### src/rtl/l2_port_arbiter.sv
// ---------------------------------------------------------------------------
// l2_port_arbiter
// Shares the single L2 line port between the L1I miss path (read-only) and
// the L1D miss/writeback path (read/write). One whole-line transaction is
// granted at a time; the grant is held until L2 responds, then the arbiter
// returns to IDLE for one cycle before the next grant.
//
// Address, write data and operation are latched at grant so L2 sees stable
// command inputs for the whole transaction, regardless of what the
// requesters do with their live inputs afterwards.
//
// Configuration macro:
//   ARB_ROUND_ROBIN_EN  defined   -> simultaneous requests alternate, using
//                                    a last-grant register
//                       undefined -> fixed D-over-I priority, no last-grant
//                                    register
//
// Ports:
//   clk, reset          clock, synchronous active-high reset
//   i_addr, i_read      L1I line read request (held until i_resp)
//   i_resp, i_rdata     L1I completion strobe and returned line
//   d_addr, d_read,     L1D line request; d_write is a writeback with
//   d_write, d_wdata    line data d_wdata (held until d_resp)
//   d_resp, d_rdata     L1D completion strobe and returned line
//   l2_addr, l2_read,   latched command presented to L2
//   l2_write, l2_wdata
//   l2_resp, l2_rdata   L2 completion strobe and read data
//   arb_busy            high whenever a transaction is in flight
// ---------------------------------------------------------------------------
module l2_port_arbiter #(
    parameter int unsigned ADDR_WIDTH = 16,
    parameter int unsigned LINE_WIDTH = 128
) (
    input  logic                  clk,
    input  logic                  reset,

    input  logic [ADDR_WIDTH-1:0] i_addr,
    input  logic                  i_read,
    output logic                  i_resp,
    output logic [LINE_WIDTH-1:0] i_rdata,

    input  logic [ADDR_WIDTH-1:0] d_addr,
    input  logic                  d_read,
    input  logic                  d_write,
    input  logic [LINE_WIDTH-1:0] d_wdata,
    output logic                  d_resp,
    output logic [LINE_WIDTH-1:0] d_rdata,

    output logic [ADDR_WIDTH-1:0] l2_addr,
    output logic                  l2_read,
    output logic                  l2_write,
    output logic [LINE_WIDTH-1:0] l2_wdata,
    input  logic                  l2_resp,
    input  logic [LINE_WIDTH-1:0] l2_rdata,

    output logic                  arb_busy
);

    typedef enum logic [1:0] {
        ST_IDLE    = 2'd0,
        ST_SERVE_I = 2'd1,
        ST_SERVE_D = 2'd2
    } state_t;

    state_t                r_state;
    state_t                w_state_nxt;

    logic [ADDR_WIDTH-1:0] r_addr;
    logic [LINE_WIDTH-1:0] r_wdata;
    logic                  r_op_write;

    logic                  w_req_i;
    logic                  w_req_d;
    logic                  w_grant_i;
    logic                  w_grant_d;
    logic                  w_serving;

    // Request qualification
    assign w_req_i = i_read;
    assign w_req_d = d_read | d_write;

`ifdef ARB_ROUND_ROBIN_EN
    // 1 = D won the most recently completed transaction
    logic r_last_grant_d;

    // On a tie the side that did not win last time gets the port
    always_comb begin
        w_grant_i = 1'b0;
        w_grant_d = 1'b0;
        if (w_req_i && w_req_d) begin
            w_grant_d = ~r_last_grant_d;
            w_grant_i = r_last_grant_d;
        end else begin
            w_grant_d = w_req_d;
            w_grant_i = w_req_i;
        end
    end

    // Last-grant history, updated on every completion
    always_ff @(posedge clk) begin
        if (reset) begin
            r_last_grant_d <= 1'b0;
        end else if (l2_resp && (r_state != ST_IDLE)) begin
            r_last_grant_d <= (r_state == ST_SERVE_D);
        end
    end
`else
    // Fixed priority: D always beats I
    assign w_grant_d = w_req_d;
    assign w_grant_i = w_req_i & ~w_req_d;
`endif

    // State register
    always_ff @(posedge clk) begin
        if (reset) begin
            r_state <= ST_IDLE;
        end else begin
            r_state <= w_state_nxt;
        end
    end

    // Next-state logic; completion always returns to IDLE for one bubble
    always_comb begin
        w_state_nxt = r_state;
        case (r_state)
            ST_IDLE: begin
                if (w_grant_d) begin
                    w_state_nxt = ST_SERVE_D;
                end else if (w_grant_i) begin
                    w_state_nxt = ST_SERVE_I;
                end
            end
            ST_SERVE_I,
            ST_SERVE_D: begin
                if (l2_resp) begin
                    w_state_nxt = ST_IDLE;
                end
            end
            default: begin
                w_state_nxt = ST_IDLE;
            end
        endcase
    end

    // Command latch, loaded only on a grant out of IDLE
    always_ff @(posedge clk) begin
        if (reset) begin
            r_addr     <= '0;
            r_wdata    <= '0;
            r_op_write <= 1'b0;
        end else if (r_state == ST_IDLE) begin
            if (w_grant_d) begin
                r_addr     <= d_addr;
                r_wdata    <= d_wdata;
                // read+write together is a writeback ahead of the refill
                r_op_write <= d_write;
            end else if (w_grant_i) begin
                r_addr     <= i_addr;
                r_op_write <= 1'b0;
            end
        end
    end

    // Output decode from the registered state and latched op
    always_comb begin
        w_serving = 1'b0;
        l2_read   = 1'b0;
        l2_write  = 1'b0;
        i_resp    = 1'b0;
        d_resp    = 1'b0;
        arb_busy  = 1'b0;
        case (r_state)
            ST_SERVE_I: begin
                w_serving = 1'b1;
                arb_busy  = 1'b1;
                i_resp    = l2_resp;
            end
            ST_SERVE_D: begin
                w_serving = 1'b1;
                arb_busy  = 1'b1;
                d_resp    = l2_resp;
            end
            default: begin
                w_serving = 1'b0;
            end
        endcase
        l2_read  = w_serving & ~r_op_write;
        l2_write = w_serving &  r_op_write;
    end

    assign l2_addr  = r_addr;
    assign l2_wdata = r_wdata;

    // Read data is only meaningful alongside the matching resp strobe
    assign i_rdata  = l2_rdata;
    assign d_rdata  = l2_rdata;

endmodule
### config.mk
export PLATFORM = sky130hd
export DESIGN_NAME = l2_port_arbiter
export DESIGN_NICKNAME = d
export VERILOG_FILES = /design/src/rtl/l2_port_arbiter.sv
export SDC_FILE = /design/constraint.sdc
export NUM_CORES = 1
export LEC_CHECK = 0
export CORE_AREA = 2 2 275 277
export CTS_CLUSTER_SIZE = 24
export DETAILED_ROUTE_END_ITERATION = 8
export DIE_AREA = 0 0 277 279
export SYNTH_ARGS = -nofsm -noshare
export SYNTH_HDL_FRONTEND = slang
export SYNTH_SLANG_ARGS = --single-unit
### constraint.sdc
create_clock -name clk -period 1.6 [get_ports clk]
set_input_delay 0.16 -clock clk [delete_from_list [all_inputs] [get_ports clk]]
set_output_delay 0.16 -clock clk [all_outputs]
set_load 0.02 [all_outputs]
==> results <==
[Yosys cell counts (all sizes together)]
master / number / area, um2
a21oi: 131 / 655.6
a22oi: 1 / 7.510
a311oi: 16 / 240.2
and2: 3 / 18.77
buf: 293 / 2216
clkbuf: 15 / 56.30
dfxtp: 147 / 2943
ha: 3 / 37.54
inv: 2 / 7.510
nand2: 273 / 1025
nand2b: 1 / 6.260
nor2: 18 / 83.83
nor2b: 2 / 12.51
nor3: 1 / 5.000
nor4b: 1 / 8.760
o21a: 1 / 8.760
o21ai: 19 / 95.09
o31a: 1 / 10.01
[path summary, 6_finish.rpt]
check	from	endpoint	slack (ns)	depth (start not counted)
worst max-delay path	r_state[1]$_SDFFE_PP0P_	l2_read	0.05	4
worst min-delay path	d_wdata[96]	l2_wdata[96]$_SDFFE_PP0P_	0.24	3
worst max register to register	r_state[1]$_SDFFE_PP0P_	l2_wdata[53]$_SDFFE_PP0P_	0.18	7
worst min register to register	l2_wdata[17]$_SDFFE_PP0P_	l2_wdata[17]$_SDFFE_PP0P_	0.45	2
[kinds of logic after synthesis]
group / after synthesis / synth area share [%]
AOI/OAI and AO/OA: 169 / 13.68
buffers and inverters: 310 / 30.65
adders and majority gates: 3 / 0.5048
and+or+nand+nor: 299 / 15.60
DFF: 147 / 39.57
[layout by cell type (no fill, tap or decap), drive strengths merged]
cell	n
nand2	273
clkdlybuf4s50	164
dfxtp	147
dlygate4sd2	143
a21oi	131
buf	79
clkbuf	19
o21ai	19
nor2	18
a311oi	16
clkinv	7
inv	4
and2	3
ha	3
bufinv	3
nor2b	2
o21a	1
nand2b	1
nor3	1
nor4b	1
o31a	1
a22oi	1
clkinvlp	1
dlygate4sd3	1
clkdlybuf4s15	1
[routing by layer]
layer | up-vias | wire (um) | GRT usage [%] | share of wire, %
li1 | 2907 | - | - | -
met1 | 2647 | 10170 | 7.107 | 39
met2 | 455 | 11020 | 9.586 | 42
met3 | 103 | 3324 | 4.016 | 13
met4 | 4 | 1655 | 5.351 | 6.3
met5 | - | 79 | 0.6254 | 0.30
[tightest hold or removal path: cells and delay by family]
kind                   cells  cell delay [ns]
AO/OA/AOI/OAI              1             0.05
AND/OR/NAND/NOR            1             0.05
buffers and inverters      1             0.40
[metrics by stage]
stage / instance area [um2] / hold slack [ns]
2_1_floorplan: 7437 / 0.2960
3_3_place_gp: 10270 / 0.3202
3_5_place_dp: 10270 / 0.3202
4_1_cts: 10760 / 0.1540
5_1_grt: 10780 / 0.2115
6_report: 10780 / 0.2377
[state kept, by name (all words and copies together) (netlist names)]
name	cells
r_state	2
l2_addr	16
r_op_write	1
l2_wdata	128
[what timing repair did]
action	4_1_cts	5_1_grt
gates resized for setup	189	3
gates cloned	0	0
hold buffers	1	0
setup endpoints to repair	149	2
hold endpoints to repair	10	0
pin swaps	0	1
buffers inserted	0	1
[power groups by stage]
stage          sequential [mW]  clock, mW  combinational (mW)
4_1_cts                   4.25       4.62                3.25
6_report                  4.24       4.31                3.22
3_3_place_gp              4.33          0                3.47
5_1_grt                   4.30       4.69                3.49
3_5_place_dp              4.34          0                3.47
2_1_floorplan             4.78          0                2.04
[area by class of cell]
type                            count  area, um2  area share [%]
Timing Repair Buffer              388       3726           34.58
Clock inverter                     13      157.7           1.463
Sequential cell                   147       2945           27.33
Tap cell                          969       1212           11.25
Clock buffer                       19      442.9           4.110
Inverter                            2      7.507         0.06966
Multi-Input combinational cell    471       2285           21.20
==> impl_metrics.yaml <==
setup_path:
  cp-end-kind: "output pin"
  crit_required_ns: 1.44
  worst-setup-path-type: "flop to output pin"
  startpoint_type: "flop"
  critPathTopFamily: "flip-flops"
  crit_path_top_delay_cell: "dfxtp_2"
  crit_arrival_ns: 1.39
  path_cells: "inv_2, ha_4, nor2b_4, buf_6"
  critPathBufInv: 2
  cpPeakStageDelay_ns: 0.34
  crit_fanout: 4
hold_path:
  hp-class: "input pin to flop"
layout:
  syn_to_final_growth_pct: 44.90
  fin_nets: 1324
  final_cells: 2009
  diodes: 0
  layout-drive-gt1-share_pct: 13.65
  fill_cells: 8520
  final_core_util_pct: 14.55
die:
  io_pins: 699
  core-area_um2: 74070
  start_util_pct: 10.04
  dieArea_um2: 77280
  fp-row-count: 100
  die_w_um: 277
  dieHeight_um: 279
global_route:
  overflow: 0
  grt_pass1_vias: 6067
  grt_max_degree: 57
  track_usage_pct: 6.724
  grt_pass1_wl_mm: 37.80
  antenna_found_initial: 1
sta:
  setup_slack_ns: 0.05389
  worst_pin_slew_ns: 0.3124
  fin_crit_sh_pct: 96.63
  finClkSkew_ns: 0.01261
  period_needed_ns: 1.546
  finalSetupViolCount: 0
  fmax_mhz: 646.8
  hold_viol: 0
  setup_tns_ns: 0
  slew_viol_final: 0
  rsz0062_at_grt: "true"
  relSlewSlack_pct: 79.18
pwr:
  powerDensity_nw_per_um2: 1092
  internal-power_mw: 8.058
  vdd_ir_drop_max_uv: 477.9
  p_seq_share_pct: 36.0
  power_frac_comb_pct: 27.3
  swShare_pct: 31.53
  power_frac_clock_pct: 36.7
  leakage_nw: 4.440
  p_total_mw: 11.77
  switchingPower_mw: 3.710
logic_synthesis:
  synthCells: 928
  yosys_warnings: 0
  netlist_area_um2: 7437
  synth-seq-area-share_pct: 39.57
  synth_seq_cells: 147
  synth_area_per_cell_um2: 8.014
  syn_nets: 1225
  yosysUniqueCellTypes: 22
placed_design:
  port_buffers: 314
  routabilityCongestion: 0.7498
  post-dp-hpwl_mm: 20.44
  dpl.cell_count: 1975
  dp_worst_setup_slack_ns: -0.05501
detailed_routing:
  wl_mm: 26.25
  post-route-drc-count: 0
  firstDrtPassIters: 4
  wl_per_cell_um: 13.07
  avgViaCountPerCell: 3.044
  drt_iter0_drc: 154
  routed-via-count: 6116
  drtAntennaViolNets: 0
outcome:
  status: "finished, final reports clean"
job:
  maxCapViolCount: 0
clocking:
  cts.sinks: 147
  htreeDepth: 4
  clk_pin_slew_ns: 0.07
  tritoncts: "yes"
  clockRootBuffer: "clkbuf_16"
  clk_path_buf_depth: 2
  tritoncts.num_buffers: 17
  insertion_delay_ns: 0.46
Power figures use the tool's default switching activity.
